## src/rtl/synth_pkg.sv

```systemverilog
// Shared synth definitions: scheduler state encoding and register address map.
package synth_pkg;

  typedef enum logic [1:0] {
    IDLE  = 2'd0,
    ISSUE = 2'd1,
    GAP   = 2'd2
  } sched_state_t;

  localparam logic [7:0] ADRS_NOTE       = 8'h01;
  localparam logic [7:0] ADRS_CTRL       = 8'h11;
  localparam logic [7:0] ADRS_PARAM_BASE = 8'h80;

endpackage

```

## src/rtl/synth_rr_pick.sv

```systemverilog
// Combinational round-robin picker: first set request at or above rr_ptr, wrapping.
module synth_rr_pick #(
  parameter int NREQ = 4,
  localparam int PTR_W = $clog2(NREQ)
) (
  input  logic [NREQ-1:0]  req,
  input  logic [PTR_W-1:0] rr_ptr,
  output logic [NREQ-1:0]  onehot,
  output logic [PTR_W-1:0] idx,
  output logic             valid
);

  always_comb begin
    int j;
    j      = 0;
    onehot = '0;
    idx    = '0;
    valid  = 1'b0;
    for (int i = 0; i < NREQ; i++) begin
      j = int'(rr_ptr) + i;
      if (j >= NREQ) j = j - NREQ;
      if (!valid && req[j]) begin
        valid     = 1'b1;
        onehot[j] = 1'b1;
        idx       = PTR_W'(j);
      end
    end
  end

endmodule

```

## src/rtl/synth_wr_sched.sv

```systemverilog
// Round-robin scheduler for the single synth register-write port.
// Build option SYNTH_WR_SCHED_PRIO0_EN: requester 0 becomes strict priority over the rotating rest.
module synth_wr_sched
  import synth_pkg::*;
#(
  parameter int NREQ     = 4,
  parameter int ADRS_W   = 8,
  parameter int DATA_W   = 8,
  parameter int WREQ_CYC = 2,
  parameter int GAP_CYC  = 16
) (
  input  logic                     clk,
  input  logic                     reset,
  input  logic [NREQ-1:0]          req,
  input  logic [NREQ*ADRS_W-1:0]   req_adrs,
  input  logic [NREQ*DATA_W-1:0]   req_data,
  output logic [NREQ-1:0]          gnt,
  input  logic                     fifo_full,
  output logic                     wreq,
  output logic [ADRS_W-1:0]        memadrs,
  output logic [DATA_W-1:0]        memdata,
  output logic                     busy
);

  localparam int PTR_W   = $clog2(NREQ);
  localparam int CNT_MAX = (WREQ_CYC > GAP_CYC) ? WREQ_CYC : GAP_CYC;
  localparam int CNT_W   = $clog2(CNT_MAX + 1);
  localparam logic [CNT_W-1:0] WREQ_LAST = CNT_W'(WREQ_CYC - 1);
  localparam logic [CNT_W-1:0] GAP_LAST  = CNT_W'(GAP_CYC - 1);
  localparam logic [PTR_W-1:0] PTR_LAST  = PTR_W'(NREQ - 1);

  sched_state_t     state, state_nxt;
  logic [CNT_W-1:0] cnt, cnt_nxt;
  logic [PTR_W-1:0] rr_ptr, rr_nxt;

  logic [NREQ-1:0]  pick_req, pick_onehot;
  logic [PTR_W-1:0] pick_idx;
  logic             pick_vld;

  logic [NREQ-1:0]  win_onehot;
  logic [PTR_W-1:0] win_idx;
  logic             win_vld;
  logic             ptr_adv;
  logic             launch;

  synth_rr_pick #(.NREQ(NREQ)) u_pick (
    .req    (pick_req),
    .rr_ptr (rr_ptr),
    .onehot (pick_onehot),
    .idx    (pick_idx),
    .valid  (pick_vld)
  );

`ifdef SYNTH_WR_SCHED_PRIO0_EN
  // Requester 0 bypasses the rotation and leaves rr_ptr untouched when it wins.
  assign pick_req = {req[NREQ-1:1], 1'b0};

  always_comb begin
    win_onehot = pick_onehot;
    win_idx    = pick_idx;
    win_vld    = pick_vld;
    ptr_adv    = 1'b1;
    if (req[0]) begin
      win_onehot = NREQ'(1);
      win_idx    = '0;
      win_vld    = 1'b1;
      ptr_adv    = 1'b0;
    end
  end
`else
  assign pick_req   = req;
  assign win_onehot = pick_onehot;
  assign win_idx    = pick_idx;
  assign win_vld    = pick_vld;
  assign ptr_adv    = 1'b1;
`endif

  assign launch = (state == IDLE) && win_vld && !fifo_full;

  always_comb begin
    state_nxt = state;
    cnt_nxt   = cnt;
    rr_nxt    = rr_ptr;
    case (state)
      IDLE: begin
        if (launch) begin
          state_nxt = ISSUE;
          cnt_nxt   = '0;
          if (ptr_adv) rr_nxt = (win_idx == PTR_LAST) ? '0 : win_idx + 1'b1;
        end
      end
      ISSUE: begin
        if (cnt == WREQ_LAST) begin
          state_nxt = GAP;
          cnt_nxt   = '0;
        end else begin
          cnt_nxt = cnt + 1'b1;
        end
      end
      GAP: begin
        if (cnt == GAP_LAST) begin
          state_nxt = IDLE;
          cnt_nxt   = '0;
        end else begin
          cnt_nxt = cnt + 1'b1;
        end
      end
      default: begin
        state_nxt = IDLE;
        cnt_nxt   = '0;
      end
    endcase
  end

  always_ff @(posedge clk or posedge reset) begin
    if (reset) begin
      state  <= IDLE;
      cnt    <= '0;
      rr_ptr <= '0;
    end else begin
      state  <= state_nxt;
      cnt    <= cnt_nxt;
      rr_ptr <= rr_nxt;
    end
  end

  // Address/data are captured in the decision cycle so the requester is free after gnt.
  always_ff @(posedge clk or posedge reset) begin
    if (reset) begin
      gnt     <= '0;
      memadrs <= '0;
      memdata <= '0;
    end else begin
      gnt <= launch ? win_onehot : '0;
      if (launch) begin
        memadrs <= req_adrs[win_idx*ADRS_W +: ADRS_W];
        memdata <= req_data[win_idx*DATA_W +: DATA_W];
      end
    end
  end

  assign wreq = (state == ISSUE);
  assign busy = (state != IDLE);

endmodule

```

## config.mk

```make
export PLATFORM = sky130hd
export DESIGN_NAME = synth_wr_sched
export DESIGN_NICKNAME = d
export VERILOG_FILES = /design/src/rtl/synth_pkg.sv /design/src/rtl/synth_rr_pick.sv /design/src/rtl/synth_wr_sched.sv
export SDC_FILE = /design/constraint.sdc
export NUM_CORES = 1
export LEC_CHECK = 0
export BUFFER_PORTS_ARGS = -buffer_cell sky130_fd_sc_hd__buf_2
export CORE_MARGIN = 5
export CORE_UTILIZATION = 52
export CTS_CLUSTER_SIZE = 10
export DETAILED_ROUTE_END_ITERATION = 10
export PLACE_DENSITY = 0.86
export SLEW_MARGIN = 15
export SYNTH_ARGS = -nofsm -noshare
export SYNTH_HDL_FRONTEND = slang
export SYNTH_HIERARCHICAL = 1
export SYNTH_SLANG_ARGS = --single-unit
```

## constraint.sdc

```tcl
create_clock -name clk -period 5.1 [get_ports clk]
set_clock_uncertainty 0.05 [all_clocks]
set_input_delay 0.765 -clock clk [delete_from_list [all_inputs] [get_ports clk]]
set_output_delay 0.765 -clock clk [all_outputs]
set_load 0.005 [all_outputs]
```

==> metrics.cfg, run 1 <==
[outcome]
run_status = finished, final reports clean

[floorplanning]
floorplan.io_pins = 93
dieWidth_um = 74.60
die_h_um = 74.60
die-area_mm2 = 0.005564
start_util_pct = 53.85
core_area_mm2 = 0.004029
placementRows = 23

[cells_and_area]
fraction_of_layout_instances_using_a_drive_strength_above_1_pct = 52.63
insertedDiodeCount = 0
finish.utilization_pct = 67.83
relative_area_change_from_synthesis_to_final_layout_pct = 25.95
fin_nets = 353

[synth]
sequential_element_share_of_the_synthesized_area_pct = 33.45
netlist-cell-type-count = 38
synthTopCellsByCount = sky130_fd_sc_hd__dfrtp_1, sky130_fd_sc_hd__inv_1, sky130_fd_sc_hd__mux4_2, sky130_fd_sc_hd__ha_1, sky130_fd_sc_hd__mux2_2
synth_enable_flop_cells = 0
postSynth.asyncResetShare_pct = 100.0
synth-seq-cells = 29
postSynthAreaPerCell_um2 = 12.40
mappedNetlistNets = 263
yosys.cell_count.top_type = sky130_fd_sc_hd__dfrtp_1
post_syn_area_mm2 = 0.002170
synth.top_cells.by_area = sky130_fd_sc_hd__dfrtp_1, sky130_fd_sc_hd__mux4_2, sky130_fd_sc_hd__ha_1, sky130_fd_sc_hd__mux2_2, sky130_fd_sc_hd__mux2_1
area_fraction_of_the_dominant_cell_type_after_synthesis_pct = 33.45
synth_largest_area_cell = sky130_fd_sc_hd__dfrtp_1
syn_inst = 175
yosys_warnings = 6
yosys_most_used_dff = sky130_fd_sc_hd__dfrtp_1

[global_route]
global_route.usage.total_pct = 20.61
first_pass_grt_wire_length_um = 8583
number_of_global_route_vias_before_repair = 1891
number_of_antenna_violations_at_the_first_check_in_global_routing = 0
globalRoute.totalOverflow = 0
maximum_number_of_pins_on_one_net_before_global_route_repair = 30

[clock_network]
post_cts.repair.setup_buffers = 0
htreeDepth = 2
path_clk_slew_ns = 0.06
postCtsHoldBufs = 0
clock_tree_from_tritoncts = built
cts-root-to-sink-buffers = 2
cts_inserted_buffers = 5
numClockSinks = 29
cts-root-buf = sky130_fd_sc_hd__clkbuf_8
clock_latency_ns = 0.28
ctsResizeCount = 0

[routing]
met1Wirelength_um = 2071
remaining_antenna_violation_count_after_routing = 0
maxUsedRoutingLayer = met4
via_per_inst = 5.750
routed-wl-met3_um = 415
drt_pre_antenna_iters = 4
drc = 0
post_drt_wl_per_cell_um = 17.12
routed-wl-met2_um = 2825
detailroute.via_count = 1817
drt-initial-drc-count = 89
drt-total-wl_um = 5409

[worst_setup_path]
crit_path_max_fanout = 17
regToRegSetupSlack_ns = 1.34
data_arrival_time_at_the_worst_slack_endpoint_ns = 3.87
timing.critical_path.slowest_cell_delay_ns = 0.73
reg2reg_to = memadrs[2]
startpoint_type = flip-flop
criticalPathCategory = flip-flop to flip-flop
setup.worst_path.end_class = flip-flop
critPathMostFrequentCell = sky130_fd_sc_hd__mux4_2
critical-path-slowest-cell = sky130_fd_sc_hd__dfrtp_1
crit_chain = inv_1 > ha_1 > mux4_2 > nand2b_1 > o221ai_1 > a32o_1 > mux4_2 > mux2_1
cp.required_ns = 5.21
reg2reg_from = rr_ptr[0]
worst_r2r_path_depth = 8

[hold_path]
min_path_type = flip-flop to flip-flop
worstHoldEndpoint = memadrs[4]
worstHoldPathCells = 1
hold_path_startpoint = memadrs[4]

[place]
gp_routability_congestion = 0.8615
dp_worst_setup_slack_ns = 1.372
dp_hpwl_um = 4295
port-buffer-count = 92

[sta]
max_slew.worst_pin.slew_ns = 0.8450
setup_repair_after_global_routing_missed_its_margin = no
report.final.setup_viol = 0
post-route-period-util_pct = 73.74
final_total_negative_setup_slack_ns = 0
maxSlewViolCount = 0
achievable_freq_mhz = 265.9
maxSlewHeadroom_pct = 43.67
final_hold_viol_count = 0
timing.final.crit_period_ns = 3.761
postLayoutSetupSlackWorst_ns = 1.339

[run]
max_cap_violations = 0

[pwr]
p_per_area_mw_per_mm2 = 626.5
worst_ir_drop_vdd_mv = 0.3345
power_leakage_nw = 1.316

==> cells by family (layout without fill, tap and decap cells) <==
kind of cell               after synthesis  in the layout  share of synthesized area (%)
muxes                                   42             42                          32.41
adders and majority gates               17             17                          9.804
AOI/OAI and AO/OA                       28             28                          9.919
buffers and inverters                   30            121                          6.574
and+or+nand+nor                         29             29                          7.843
DFF                                     29             29                          33.45
==> through the flow <==
step | area (µm²) | std cells | hold WS [ns] | total power [mW]
after floorplan | 2170 | 175 | 0.4349 | 1.297
after CTS | 2733 | 316 | 0.4390 | 1.722
final | 2733 | 316 | 0.4406 | 1.712
after global placement | 2650 | 308 | 0.4205 | 1.493
after detailed placement | 2650 | 308 | 0.4255 | 1.540
after global routing | 2733 | 316 | 0.4538 | 1.848
==> flip-flops by register name, indices dropped and copies added (netlist names) <==
signal,count
gnt,4
memdata,8
memadrs,8
state,2
cnt,5
rr_ptr,2
==> cells in the final DEF, fill, tap and decap left out, drive strengths merged <==
cell type  synthesis  final
a32oi              1      1
mux4              20     20
nand2              6      6
ha                17     17
or2                1      1
mux2              20     20
buf                7     94
nor2               8      8
nand2b             4      4
and2b              1      1
or4b               1      1
clkbuf             4      6
a21oi              2      2
nor2b              1      1
o22ai              3      3
and2               2      2
nor3               1      1
o21ai              6      6
a22o               1      1
mux2i              2      2
nor4b              1      1
dfrtp             29     29
clkinv             0      2
a32o               2      2
nor4               1      1
a221oi             1      1
inv               19     19
o211ai             1      1
a22oi              8      8
o221ai             1      1
nand3              2      2
o31ai              2      2
==> final cells by class <==
cell class	instances	area, µm²
inverter	19	71.32
multi-input combinational	116	1315
timing repair buffer	94	475.5
fill	302	1296
sequential	29	725.7
clock buffer	6	72.57
tap	50	62.56
clock inverter	2	10.01
==> how the worst max path moves through the flow <==
stage | from | slack [ns] | to
after floorplan | rr_ptr[0] | 1.90 | memadrs[0]
after global placement | rr_ptr[0] | 1.49 | memadrs[2]
after detailed placement | rr_ptr[0] | 1.37 | memadrs[2]
after CTS | rr_ptr[0] | 1.36 | memadrs[2]
after global routing | rr_ptr[0] | 1.20 | memadrs[2]
final | rr_ptr[0] | 1.34 | memadrs[2]
==> worst max-delay path, delay by kind of cell (launching register included) <==
kind                     cells  cell delay (ns)
flip-flops                   1             0.73
multiplexers                 3             1.14
AO/OA/AOI/OAI                2             0.90
AND/OR/NAND/NOR              1             0.20
buffers and inverters        1             0.22
adder cells (fa/ha/maj)      1             0.39
==> per-layer routing <==
| metal | global-route usage (%) | up-vias |
|---|---|---|
| li1 | - | 831 |
| met3 | 6.351 | 7 |
| met2 | 35.61 | 88 |
| met1 | 24.18 | 891 |
| met5 | 0 | - |
| met4 | 7.312 | 0 |
==> power breakdown <==
| part | leakage (nW) | internal (mW) | total [mW] | switching [mW] |
|---|---|---|---|---|
| sequential | 0.362 | 0.328 | 0.410 | 0.0828 |
| combinational | 0.910 | 0.604 | 1.12 | 0.519 |
| clock | 0.0450 | 0.0942 | 0.178 | 0.0839 |
| total | 1.32 | 1.03 | 1.71 | 0.686 |
Power figures use the tool's default switching activity.
==> run 2, diff against run 1 <==
--- a/config.mk
+++ b/config.mk
@@ -7,10 +7,10 @@
 export LEC_CHECK = 0
 export BUFFER_PORTS_ARGS = -buffer_cell sky130_fd_sc_hd__buf_2
 export CORE_MARGIN = 5
-export CORE_UTILIZATION = 52
+export CORE_UTILIZATION = 48
 export CTS_CLUSTER_SIZE = 10
 export DETAILED_ROUTE_END_ITERATION = 10
-export PLACE_DENSITY = 0.86
+export PLACE_DENSITY = 0.8
 export SLEW_MARGIN = 15
 export SYNTH_ARGS = -nofsm -noshare
 export SYNTH_HDL_FRONTEND = slang
==> constraint.sdc (replaced) <==
create_clock -name clk -period 3.8 [get_ports clk]
set_clock_uncertainty 0.05 [all_clocks]
set_input_delay 0.57 -clock clk [delete_from_list [all_inputs] [get_ports clk]]
set_output_delay 0.57 -clock clk [all_outputs]
set_load 0.005 [all_outputs]
==> run 2 against run 1 <==
Against the previous run:
- first-iteration DRC count up 31%
- utilization down 4.7 points
- worst hold slack lost 0.12 ns
- non-clock buffer count rose by 2
- wire length fell by 3.9%
- sequential power rose by 23%
- critical path type unchanged
- clock power up 57%
==> metrics.cfg, run 2 (synthesized netlist as in run 1, its figures left out) <==
[pwr]
switching_power_summed_over_all_nets_mw = 0.9121
intPower_mw = 1.428
worst_ir_drop_vdd_mv = 0.4734
clock_group_share_of_total_power_pct = 11.9
fin_total_pwr_mw = 2.340
switch_share_pct = 38.98
share_seq_of_total_power_pct = 21.6
p_per_area_mw_per_mm2 = 845.1
part_of_the_total_power_dissipated_in_combinational_logic_pct = 66.5
power_leakage_nw = 1.335

[worst_setup_path]
regToRegSetupSlack_ns = 0.51
startpoint_type = flip-flop
criticalPathCategory = flip-flop to flip-flop
reg2reg_to = memadrs[1]
setup.worst_path.end_class = flip-flop
worst_r2r_path_depth = 6
data_arrival_time_at_the_worst_slack_endpoint_ns = 3.41
cp.required_ns = 3.91
crit_path_max_fanout = 17
reg2reg_from = rr_ptr[0]

[routing]
drc = 0
drt_pre_antenna_iters = 4
remaining_antenna_violation_count_after_routing = 0
via_per_inst = 5.516
post_drt_wl_per_cell_um = 16.24
detailroute.via_count = 1765
drt-total-wl_um = 5196
drt-initial-drc-count = 117

[place]
port-buffer-count = 92
post_dp_cell_area_mm2 = 0.002668
placedCellCount = 312
dp_hpwl_um = 4212
gp_routability_congestion = 0.7977

[cells_and_area]
insertedDiodeCount = 0
mostFrequentLayoutCell = sky130_fd_sc_hd__buf_2
biggestRegsByFlops = memadrs (8), memdata (8), cnt (5)
fin_nets = 355
fraction_of_layout_instances_using_a_drive_strength_above_1_pct = 53.36
post-route-cell-area_mm2 = 0.002769
most-common-layout-cells = sky130_fd_sc_hd__buf_2, sky130_fd_sc_hd__dfrtp_1, sky130_fd_sc_hd__mux4_2
stdcell_count = 320
relative_area_change_from_synthesis_to_final_layout_pct = 27.62

[clock_network]
ctsResizeCount = 0
htreeDepth = 2
clock_latency_ns = 0.28
post_cts.repair.setup_buffers = 0
postCtsHoldBufs = 0
cts-root-buf = sky130_fd_sc_hd__clkbuf_8
clock_tree_from_tritoncts = built
cts-root-to-sink-buffers = 2
numClockSinks = 29
cts_inserted_buffers = 5
path_clk_slew_ns = 0.06

[global_route]
groute.layer.met3.usage_pct = 7.611
grt_util_met1_pct = 21.84
maximum_number_of_pins_on_one_net_before_global_route_repair = 30
grt_most_used_layer = met2
first_pass_grt_wire_length_um = 8790
number_of_antenna_violations_at_the_first_check_in_global_routing = 1
global_routing_usage_on_met2_pct = 30.81
number_of_global_route_vias_before_repair = 1947
global_route.usage.total_pct = 18.73
globalRoute.totalOverflow = 0

[sta]
setup_repair_after_global_routing_missed_its_margin = no
fin_hold_ws_ns = 0.3180
timing.final.crit_period_ns = 3.294
max_slew.worst_pin.slew_ns = 0.8198
post-route-period-util_pct = 86.69
maxSlewHeadroom_pct = 45.34
maxSlewViolCount = 0
final_total_negative_setup_slack_ns = 0
final_hold_viol_count = 0
report.final.setup_viol = 0
achievable_freq_mhz = 303.5

[floorplanning]
start_util_pct = 49.49
core_area_mm2 = 0.004384
placementRows = 24
dieWidth_um = 77.23
die-area_mm2 = 0.005964
floorplan.io_pins = 93
die_h_um = 77.23

[outcome]
run_status = finished, final reports clean

[hold_path]
min_path_type = primary input to asynchronous set/reset pin

[run]
max_cap_violations = 0

[run 2: cell count changes in the layout (fill, tap and decap cells not counted)]
cell                       before  now
sky130_fd_sc_hd__buf_4          2    4
sky130_fd_sc_hd__clkbuf_1       1    0
sky130_fd_sc_hd__clkbuf_8       5    7
sky130_fd_sc_hd__clkinv_2       2    1
[run 2: worst max-delay path: stages, from the launching register on]
cell and delay, ns:
sky130_fd_sc_hd__dfrtp_1 0.35, sky130_fd_sc_hd__buf_4 0.24, sky130_fd_sc_hd__mux4_2 0.69, sky130_fd_sc_hd__nor3_1 0.36, sky130_fd_sc_hd__a32o_1 0.77, sky130_fd_sc_hd__mux4_2 0.42, sky130_fd_sc_hd__mux2_1 0.30
[run 2: metal layers]
layer	routed length [µm]	share of wire, %
met1	2040	39
met2	2579	50
met3	485	9.3
met4	76	1.5
met5	13	0.25
[run 2: through the flow]
step / worst slack (ns) / util, %
floorplan: 0.6038 / -
global placement: 0.4974 / 60.84
detailed placement: 0.4280 / 60.84
CTS: 0.4938 / 63.16
global route: 0.3353 / 63.16
finish: 0.5056 / 63.16
[run 2: how the worst max path moves through the flow]
stage / start / to / slack (ns) / depth (start not counted)
floorplan: rr_ptr[0] / memadrs[0] / 0.60 / 12
global placement: req[0] / memdata[5] / 0.50 / 8
detailed placement: req[0] / memadrs[7] / 0.43 / 8
CTS: rr_ptr[0] / memadrs[1] / 0.49 / 6
global route: rr_ptr[1] / memadrs[0] / 0.34 / 8
finish: rr_ptr[0] / memadrs[1] / 0.51 / 6
[run 2: layout make-up]
class                   instances  area, µm²
clock buffers                   7      96.34
flip-flops and latches         29      725.7
fillers                       337       1615
well taps                      52      65.06
multi-input cells             116       1315
clock inverters                 1      5.005
inverters                      19      71.32
repair buffers                 96      490.5
[run 2: power by group through the flow]
stage	Combinational, mW	Clock, mW	Sequential [mW]
final	1.56	0.279	0.506
after global routing	1.73	0.304	0.525
after CTS	1.58	0.285	0.508
after detailed placement	1.57	0	0.511
after global placement	1.52	0	0.506
after floorplan	1.21	0	0.527
==> run 3, diff against run 2 <==
==> constraint.sdc (replaced) <==
create_clock -name clk -period 3.8 [get_ports clk]
set_clock_uncertainty 0.05 [all_clocks]
set_input_delay 0 -clock clk [delete_from_list [all_inputs] [get_ports clk]]
set_output_delay 0 -clock clk [all_outputs]
set_load 0.005 [all_outputs]
==> run 3 against run 2 <==
Against the previous run:
- non-clock buffer count stayed put
- via count rose by 0.79%
- cell area grew 0.18%
- worst hold slack worse by 0.21 ns
- wire length fell by 2.4%
- power rose by 0.76%
- largest power group unchanged
- critical path type unchanged
- largest cell class unchanged
==> metrics.cfg, run 3 (synthesized netlist as in run 1, its figures left out) <==
[worst_setup_path]
cp.required_ns = 3.91
setup.worst_path.end_class = flip-flop
cp_top_family = multiplexers
data_arrival_time_at_the_worst_slack_endpoint_ns = 3.59
timing.critical_path.slowest_cell_delay_ns = 0.53
startpoint_type = flip-flop
crit_path_max_fanout = 12
critical_path_buf_inv_count = 2
worst_r2r_path_depth = 9
critPathMostFrequentCell = sky130_fd_sc_hd__mux4_2
critical-path-slowest-cell = sky130_fd_sc_hd__dfrtp_1
crit_chain = inv_1 > ha_1 > mux4_2 > and2b_2 > o21ai_0 > o31ai_4 > buf_4 > mux4_2 > mux2_2
timing.critical_path.depth = 9
criticalPathCategory = flip-flop to flip-flop

[clock_network]
clock_latency_ns = 0.28
clock_tree_from_tritoncts = built
cts_inserted_buffers = 5
path_clk_slew_ns = 0.06
cts-root-buf = sky130_fd_sc_hd__clkbuf_8
ctsResizeCount = 0
numClockSinks = 29
postCtsHoldBufs = 1
post_cts.repair.setup_buffers = 0
cts-root-to-sink-buffers = 2
htreeDepth = 2

[cells_and_area]
fillers = 341
biggestRegsByFlops = memadrs (8), memdata (8), cnt (5)
most-common-layout-cells = sky130_fd_sc_hd__buf_2, sky130_fd_sc_hd__dfrtp_1, sky130_fd_sc_hd__mux4_2
fraction_of_layout_instances_using_a_drive_strength_above_1_pct = 52.43
insertedDiodeCount = 0
fin_nets = 355
relative_area_change_from_synthesis_to_final_layout_pct = 27.85
mostFrequentLayoutCell = sky130_fd_sc_hd__buf_2

[place]
dp_worst_setup_slack_ns = 0.3395
port-buffer-count = 92
dp_hpwl_um = 4115
gp_routability_congestion = 0.8348

[global_route]
number_of_global_route_vias_before_repair = 1876
first_pass_grt_wire_length_um = 8680
number_of_antenna_violations_at_the_first_check_in_global_routing = 0
maximum_number_of_pins_on_one_net_before_global_route_repair = 30
global_route.usage.total_pct = 17.91
globalRoute.totalOverflow = 0

[sta]
maxSlewHeadroom_pct = 30.54
max_slew.worst_pin.slew_ns = 1.035
timing.final.crit_period_ns = 3.474
maxSlewViolCount = 0
final_hold_viol_count = 0
report.final.setup_viol = 0
postLayoutSetupSlackWorst_ns = 0.3263
achievable_freq_mhz = 287.9
post-route-period-util_pct = 91.41
setup_repair_after_global_routing_missed_its_margin = no
final_total_negative_setup_slack_ns = 0

[routing]
post_drt_wl_per_cell_um = 15.90
drc = 0
detailroute.via_count = 1779
via_per_inst = 5.577
remaining_antenna_violation_count_after_routing = 0
drt-initial-drc-count = 117
drt-total-wl_um = 5071
drt_pre_antenna_iters = 4

[floorplanning]
start_util_pct = 49.49
die_h_um = 77.23
floorplan.io_pins = 93
core_area_mm2 = 0.004384
die-area_mm2 = 0.005964
dieWidth_um = 77.23
placementRows = 24

[run]
max_cap_violations = 0

[hold_path]
min_path_type = primary input to flip-flop
worstHoldPathCells = 3

[pwr]
worst_ir_drop_vdd_mv = 0.4626
p_per_area_mw_per_mm2 = 850.0
power_leakage_nw = 1.332

[outcome]
run_status = finished, final reports clean

==> run 3: changes by cell type in the layout (fill, tap and decap cells not counted) <==
| cell | change |
|---|---|
| sky130_fd_sc_hd__dlygate4sd3_1 | +1 |
| sky130_fd_sc_hd__inv_2 | -1 |
| sky130_fd_sc_hd__clkinv_1 | +1 |
| sky130_fd_sc_hd__buf_4 | -1 |
| sky130_fd_sc_hd__bufinv_16 | +1 |
| sky130_fd_sc_hd__clkbuf_8 | -2 |
==> run 3: layout make-up <==
cell class / instances / area [µm²] / area share, %
repair buffers: 96 / 493.0 / 17.77
flip-flops and latches: 29 / 725.7 / 26.16
clock inverters: 2 / 35.03 / 1.263
multi-input cells: 116 / 1315 / 47.41
clock buffers: 5 / 68.82 / 2.481
inverters: 19 / 71.32 / 2.571
well taps: 52 / 65.06 / 2.346
==> run 3: stage by stage <==
stage	total power [mW]	hold slack (ns)	area (µm²)	std cells	utilization [%]
finish	2.358	0.1030	2774	319	63.27
detailed placement	2.069	0.2847	2660	311	60.67
floorplan	1.741	0.02811	2170	175	-
global placement	2.016	0.2703	2660	311	60.67
CTS	2.380	0.1026	2774	319	63.27
global route	2.555	0.1066	2774	319	63.27
==> run 3: layer usage <==
| metal | up-vias | GRT usage (%) | part of all wire (%) |
|---|---|---|---|
| met5 | - | 0 | 0 |
| met4 | 0 | 5.842 | 1.3 |
| met3 | 7 | 5.035 | 9.3 |
| met1 | 854 | 22.23 | 40 |
| met2 | 84 | 29.88 | 50 |
| li1 | 834 | - | - |
==> run 3: report_power, final <==
group	leakage, nW	internal (mW)	switching, mW
combinational	0.916	0.820	0.710
sequential	0.362	0.440	0.0826
clock	0.0540	0.190	0.115
total	1.33	1.45	0.907
==> run 3: worst paths after layout <==
check / startpoint / endpoint / slack (ns)
min reg2reg: memadrs[3] / memadrs[3] / 0.44
max: rr_ptr[1] / memadrs[6] / 0.33
max reg2reg: rr_ptr[1] / memadrs[6] / 0.33
min in group asynchronous: reset / memadrs[3] / 0.34
min: req_adrs[17] / memadrs[1] / 0.10
max in group asynchronous: reset / state[0] / 2.88
==> run 3: worst min-delay path, cell delays in order <==
cell and delay (ns):
sky130_fd_sc_hd__buf_2 0.07, sky130_fd_sc_hd__mux4_2 0.21, sky130_fd_sc_hd__mux2_1 0.12
